### config.mk
export PLATFORM = sky130hd
export DESIGN_NAME = multi_edge_det
export DESIGN_NICKNAME = d
export VERILOG_FILES = /design/src/rtl/multi_edge_det.sv
export SDC_FILE = /design/constraint.sdc
export NUM_CORES = 1
export LEC_CHECK = 0
export ABC_AREA = 0
export CAP_MARGIN = 20
export CORE_MARGIN = 4
export CORE_UTILIZATION = 40
export DETAILED_ROUTE_END_ITERATION = 16
export GPL_TIMING_DRIVEN = 0
export PLACE_DENSITY = 0.72
export SKIP_LAST_GASP = 1
export SYNTH_ARGS = -nofsm -noshare
export SYNTH_HDL_FRONTEND = slang
export SYNTH_SLANG_ARGS = --single-unit
### constraint.sdc
create_clock -name clk -period 3.9 [get_ports clk]
set_input_delay 0.585 -clock clk [delete_from_list [all_inputs] [get_ports clk]]
set_output_delay 0.585 -clock clk [all_outputs]
set_load 0.05 [all_outputs]
### src/rtl/multi_edge_det.sv
// multi_edge_det: per-channel synchronised, debounced edge detector with mode select, sticky flags and saturating counters
module multi_edge_det #(
    parameter int WIDTH       = 8,
    parameter int SYNC_STAGES = 2,
    parameter int DEBOUNCE    = 4,
    parameter int CNT_W       = 8
) (
    input  logic                   clk,
    input  logic                   rst,
    input  logic [WIDTH-1:0]       sig,
    input  logic [2*WIDTH-1:0]     mode,
    input  logic [WIDTH-1:0]       clr,
    output logic [WIDTH-1:0]       level,
    output logic [WIDTH-1:0]       evt,
    output logic [WIDTH-1:0]       sticky,
    output logic [WIDTH*CNT_W-1:0] count,
    output logic                   irq
);
    localparam int DB_W = $clog2(DEBOUNCE) + 1;
    localparam logic [DB_W-1:0] DB_MAX = DB_W'(DEBOUNCE - 1);

    for (genvar i = 0; i < WIDTH; i++) begin : g_ch
        logic [SYNC_STAGES-1:0] s;
        logic [DB_W-1:0]        db;
        logic [CNT_W-1:0]       cnt;
        logic                   lv, ev, st, sync, accept;

        assign sync   = s[SYNC_STAGES-1];
        assign accept = (sync != lv) && (db == DB_MAX);

        // synchroniser chain, s[0] nearest the pin
        always_ff @(posedge clk or posedge rst)
            if (rst) s <= '0;
            else     s <= {s[SYNC_STAGES-2:0], sig[i]};

        // debounce: a new level is accepted only after DEBOUNCE consecutive differing cycles
        always_ff @(posedge clk or posedge rst)
            if (rst) begin
                db <= '0;
                lv <= 1'b0;
                ev <= 1'b0;
            end else begin
                db <= (sync == lv || accept) ? '0 : db + 1'b1;
                lv <= accept ? sync : lv;
                ev <= accept & ((sync & mode[2*i]) | (~sync & mode[2*i+1]));
            end

        // sticky flag and saturating count; an event coinciding with clear is kept
        always_ff @(posedge clk or posedge rst)
            if (rst) begin
                st  <= 1'b0;
                cnt <= '0;
            end else begin
                st  <= ev | (st & ~clr[i]);
                cnt <= ev ? (clr[i] ? CNT_W'(1) : (&cnt ? cnt : cnt + 1'b1))
                          : (clr[i] ? '0 : cnt);
            end

        assign level[i]                 = lv;
        assign evt[i]                   = ev;
        assign sticky[i]                = st;
        assign count[i*CNT_W +: CNT_W]  = cnt;
    end

    assign irq = |sticky;
endmodule

**Yosys cells after proc, flatten, opt, wreduce, memory -nomap -nowiden**

Index checks and enable logic that the tools add are counted.

- Bits in registers: 128
- Input bits: 34
- Output and inout port bits: 89
- Word-level logic and storage cells: 241

- Add/subtract/negate cells: 16
- Eq/ne operators: 32
- Mux-type cells: 40
- Bitwise operators: 64
- Reduce and logical (&&, ||, !) cells: 41

Operators with widths:

| operator | count |
|---|---|
| $mux W8 | 32 |
| $add A8 B1 Y8 const B | 8 |
| $reduce_and A8 Y1 | 8 |
| $and A1 B1 Y1 | 32 |
| $add A3 B1 Y3 const B | 8 |
| $eq A3 B2 Y1 const B | 8 |
| $mux W3 | 8 |
| $ne A2 B2 Y1 const B | 8 |
| $not A1 Y1 | 16 |
| $or A1 B1 Y1 | 16 |
| $reduce_and A2 Y1 | 8 |
| $reduce_bool A2 Y1 | 8 |
| $eq A1 B1 Y1 | 8 |
| $logic_and A1 B1 Y1 | 8 |
| $logic_or A1 B1 Y1 | 8 |
| $ne A1 B1 Y1 | 8 |
| $reduce_or A8 Y1 | 1 |

**Longest topological paths before layout**

- Depth after elaboration: 4
- Depth in mapped cells: 6
- Depth with buffers taken out: 5

**Worst setup path before layout**

OpenSTA, ideal clock, no wires.

- Path kind: register -> register
- Start point: register g_ch[5].cnt[0]
- End point: register g_ch[5].cnt[1]
- Setup time: 0.128 ns
- Arrival time: 1.633 ns
- Required time: 3.772 ns
- Path slack: 2.139 ns
- Cell stages (with the launch flop): 6
- Path buffers: 0
- Period minus slack after synthesis: 1.761 ns
- Path through: dfrtp_1 ha_1 nand4_1 o21ai_0 mux2i_1 nor2_1

- Longest elaborated chain between the ends: 4
- Elaborated cells on any way between the ends: 7
- Those cells by class: add/sub (1); eq/ne (1); mux (3); reduce/logical (2)

RTL lines:

| what | RTL line | text |
|---|---|---|
| from (decl) | 25 | `logic [CNT_W-1:0] cnt;` |
| from (signal assigned) | 55 | `cnt <= ev ? (clr[i] ? CNT_W'(1) : (&cnt ? cnt : cnt + 1'b1))` |
| $add A8 B1 Y8 | 55 |  |
| $mux W8 (3 in series) | 55 |  |

Parallel ways exist; a longest one is shown, timed or not. The select of a mux whose other input is x is not followed.
A chain may end at the register's enable or synchronous reset.

**Final worst setup path**

- Start point: register g_ch[4].st
- End point: output port irq

- Longest elaborated chain between the ends: 1

RTL lines:

| what | RTL line | text |
|---|---|---|
| from (decl) | 26 | `logic lv, ev, st, sync, accept;` |
| from (signal assigned) | 54 | `st <= ev \| (st & ~clr[i]);` |
| $reduce_or A8 Y1 | 65 | `assign irq = \|sticky;` |
| to (decl) | 17 | `output logic irq` |

No other way between the ends.

==> results.cfg <==
[clock_tree]
cts.clk_slew.worst_paths_ns = 0.05
root_buffer = clkbuf_16
insertion_delay_ns = 0.41
htree_levels = 4
cts_buffers = 17
numClockSinks = 128
cts_tree = done
post_cts_buffers = 0
ctsResizeCount = 0
cts-hold-fix-buffers = 0
cts_max_path_buffers = 2

[sta]
rsz0062_at_grt = false
skew_ns = 0.00913
finalSetupViolCount = 0
setup_ws_ns = 1.06
tightest_slew_ns = 0.575
hold_viol = 0
fmax_mhz = 352
slew_headroom_pct = 61.3
final.min_clock_period_ns = 2.84
maxSlewViolCount = 0
period_share_pct = 72.9
tns_ns = 0

[power_and_ir_drop]
p_switching_uw = 1240
clockPowerShare_pct = 34.9
peakVddDrop_mv = 0.344
comb_power_share_pct = 24.1
power_frac_seq_pct = 40.9
powerDensity_mw_per_mm2 = 499
p_leak_uw = 0.00359
intPower_uw = 2750
swShare_pct = 31.1

[yosys]
synth_top_area_share_pct = 53.1
synth_area_sq_mm = 0.00603
syn-mean-instance-area_sq_um = 10.4
syn_inst = 582
yosysWarnings = 0
syn_nets = 640
synth_edf_count = 0
ys_types = 43
yosys-top-cells-area = dfrtp_1, ha_1, nor2_1, buf_4, xor2_1
synth_seq_area_share_pct = 53.1
ys_ff_latch = 128
synth-async-reset-ratio_pct = 100
ys.flop_type = dfrtp_1
synth_top_area_cell = dfrtp_1

[floorplan]
start_util_pct = 41.2
dieArea_sq_mm = 0.0171
io_pins = 123
std_cell_rows = 44
fp.dieW_um = 131
core_sq_mm = 0.0146
dieHeight_um = 131

[critical_path]
arrival_ns = 2.26
path_class = flop to primary output
critPathRequiredTime_ns = 3.31
path_max_fanout = 3
crit_buf_inv = 1
crit_start = g_ch[4].st$_DFF_PP0_
cp.depth = 3
r2r_start = g_ch[5].cnt[0]$_DFFE_PP0P_
timing.rr.end = g_ch[5].cnt[1]$_DFFE_PP0P_
r2r_setup_slack_ns = 2.28
crit_path_end_kind = primary output
crit_chain = nor4_1 > nand2_1 > clkdlybuf4s50_1
crit_path_start_kind = flop
cp_slowest_cell = clkdlybuf4s50_1
max_stage_delay_ns = 0.73
crit_path_end = irq
crit_family = buffers and inverters
worstRegToRegCells = 5

[grt]
grt_pass1_vias = 4766
track_usage_pct = 15.9
grt_max_degree = 43
grt_first_pass_wirelength_um = 21800
antenna_found_initial = 0
grt.overflow.total = 0

[hold_path]
hold_class = flop to flop

[placement]
pre_cts_slack_ns = 1.43
gp_congestion = 0.869
place_inst = 884
hpwl_um = 9420
place_area_sq_mm = 0.00748
portBuffers = 115

[cells_and_area]
fin_nets = 777
drive_gt1_share_pct = 10.1
diodes = 0
fin_area_sq_mm = 0.00799
final_cells = 914
area_delta_synth_final_pct = 32.5
post-route-util_pct = 54.6

[drt]
via_per_inst = 5.19
drc = 0
antenna_left = 0
drt-pass1-iter-count = 5
drtIter0Drc = 199
wl_um = 13000
avgRoutedWirePerCell_um = 14.2
vias = 4746

[flow_run]
maxCapViolCount = 0

[outcome]
status = completed
-- per-layer routing --
layer,global-route usage [%],wire length [um],vias up
met1,19.4,5650,2306
met5,0,0,-
met2,26.7,6380,134
li1,-,-,2291
met3,5.53,786,15
met4,4.60,154,0
-- placed cells by master (no fill, tap or decap), drive strengths merged, types with 4 or more instances in the layout --
cell type	count
a21oi	25
a311oi	5
o2111ai	6
clkdlybuf4s50	115
xnor2	13
xor2	19
and3	13
inv	34
nor4	4
nand3	29
and4	7
dfrtp	128
nor2	64
clkbuf	33
nand2b	9
mux2i	9
mux2	8
nand3b	8
a211oi	9
clkinv	6
buf	31
o21ai	24
nor3	15
nand4	16
a21o	7
a31oi	6
ha	24
o211ai	7
nand2	32
and2	13
-- logic make-up after synthesis --
kind of cell	synth area share (%)
buffers and inverters	6.24
AOI/OAI and AO/OA	9.83
muxes	2.99
adders and majority gates	4.98
DFF	53.1
xor gates and xnor gates	4.65
and+or+nand+nor	18.2
-- worst min-delay path by stage --
stage	end	cells past startpoint	slack [ns]	from
3_5_place_dp	g_ch[1].s[1]$_DFF_PP0_	0	0.33	g_ch[1].s[0]$_DFF_PP0_
5_1_grt	g_ch[1].s[1]$_DFF_PP0_	0	0.36	g_ch[1].s[0]$_DFF_PP0_
4_1_cts	g_ch[1].s[1]$_DFF_PP0_	0	0.35	g_ch[1].s[0]$_DFF_PP0_
3_3_place_gp	g_ch[0].s[1]$_DFF_PP0_	0	0.33	g_ch[0].s[0]$_DFF_PP0_
2_1_floorplan	g_ch[0].s[1]$_DFF_PP0_	0	0.33	g_ch[0].s[0]$_DFF_PP0_
6_report	g_ch[1].s[1]$_DFF_PP0_	0	0.35	g_ch[1].s[0]$_DFF_PP0_
-- area by class of cell --
class	instances	area [sq um]
plain buffers	38	245
clock buffers	23	478
clock inverters	7	37.5
fillers	1274	6650
inverters	35	135
multi-input cells	381	2450
flip-flops and latches	128	3200
well taps	184	230
repair buffers	118	1210
-- synthesized netlist by cell type (13+ instances only) --
cell,count
ha_1,24
nand3_1,28
xnor2_1,13
nand2_1,32
dfrtp_1,128
inv_1,35
xor2_1,19
nor3_1,15
buf_4,24
and3_1,13
o21ai_0,20
nand4_1,16
nor2_1,64
and2_1,13
a21oi_1,25
-- power by group through the flow --
stage	combinational [uW]	sequential, uW	clock [uW]
floorplan	660	1660	0
global placement	939	1640	0
detailed placement	974	1660	0
CTS	982	1640	1420
global route	1070	1660	1480
finish	962	1630	1390
-- registers in the layout (all words and copies together) (netlist names) --
signal / cells
g_ch.s: 16
g_ch.ev: 8
g_ch.db: 24
g_ch.lv: 8
g_ch.st: 8
g_ch.cnt: 64
-- metrics by stage --
step           hold slack (ns)  power (uW)
2_1_floorplan            0.331        2320
3_3_place_gp             0.334        2580
3_5_place_dp             0.335        2630
4_1_cts                  0.347        4040
5_1_grt                  0.357        4210
6_report                 0.346        3990
(Power assumes the default switching activity.)
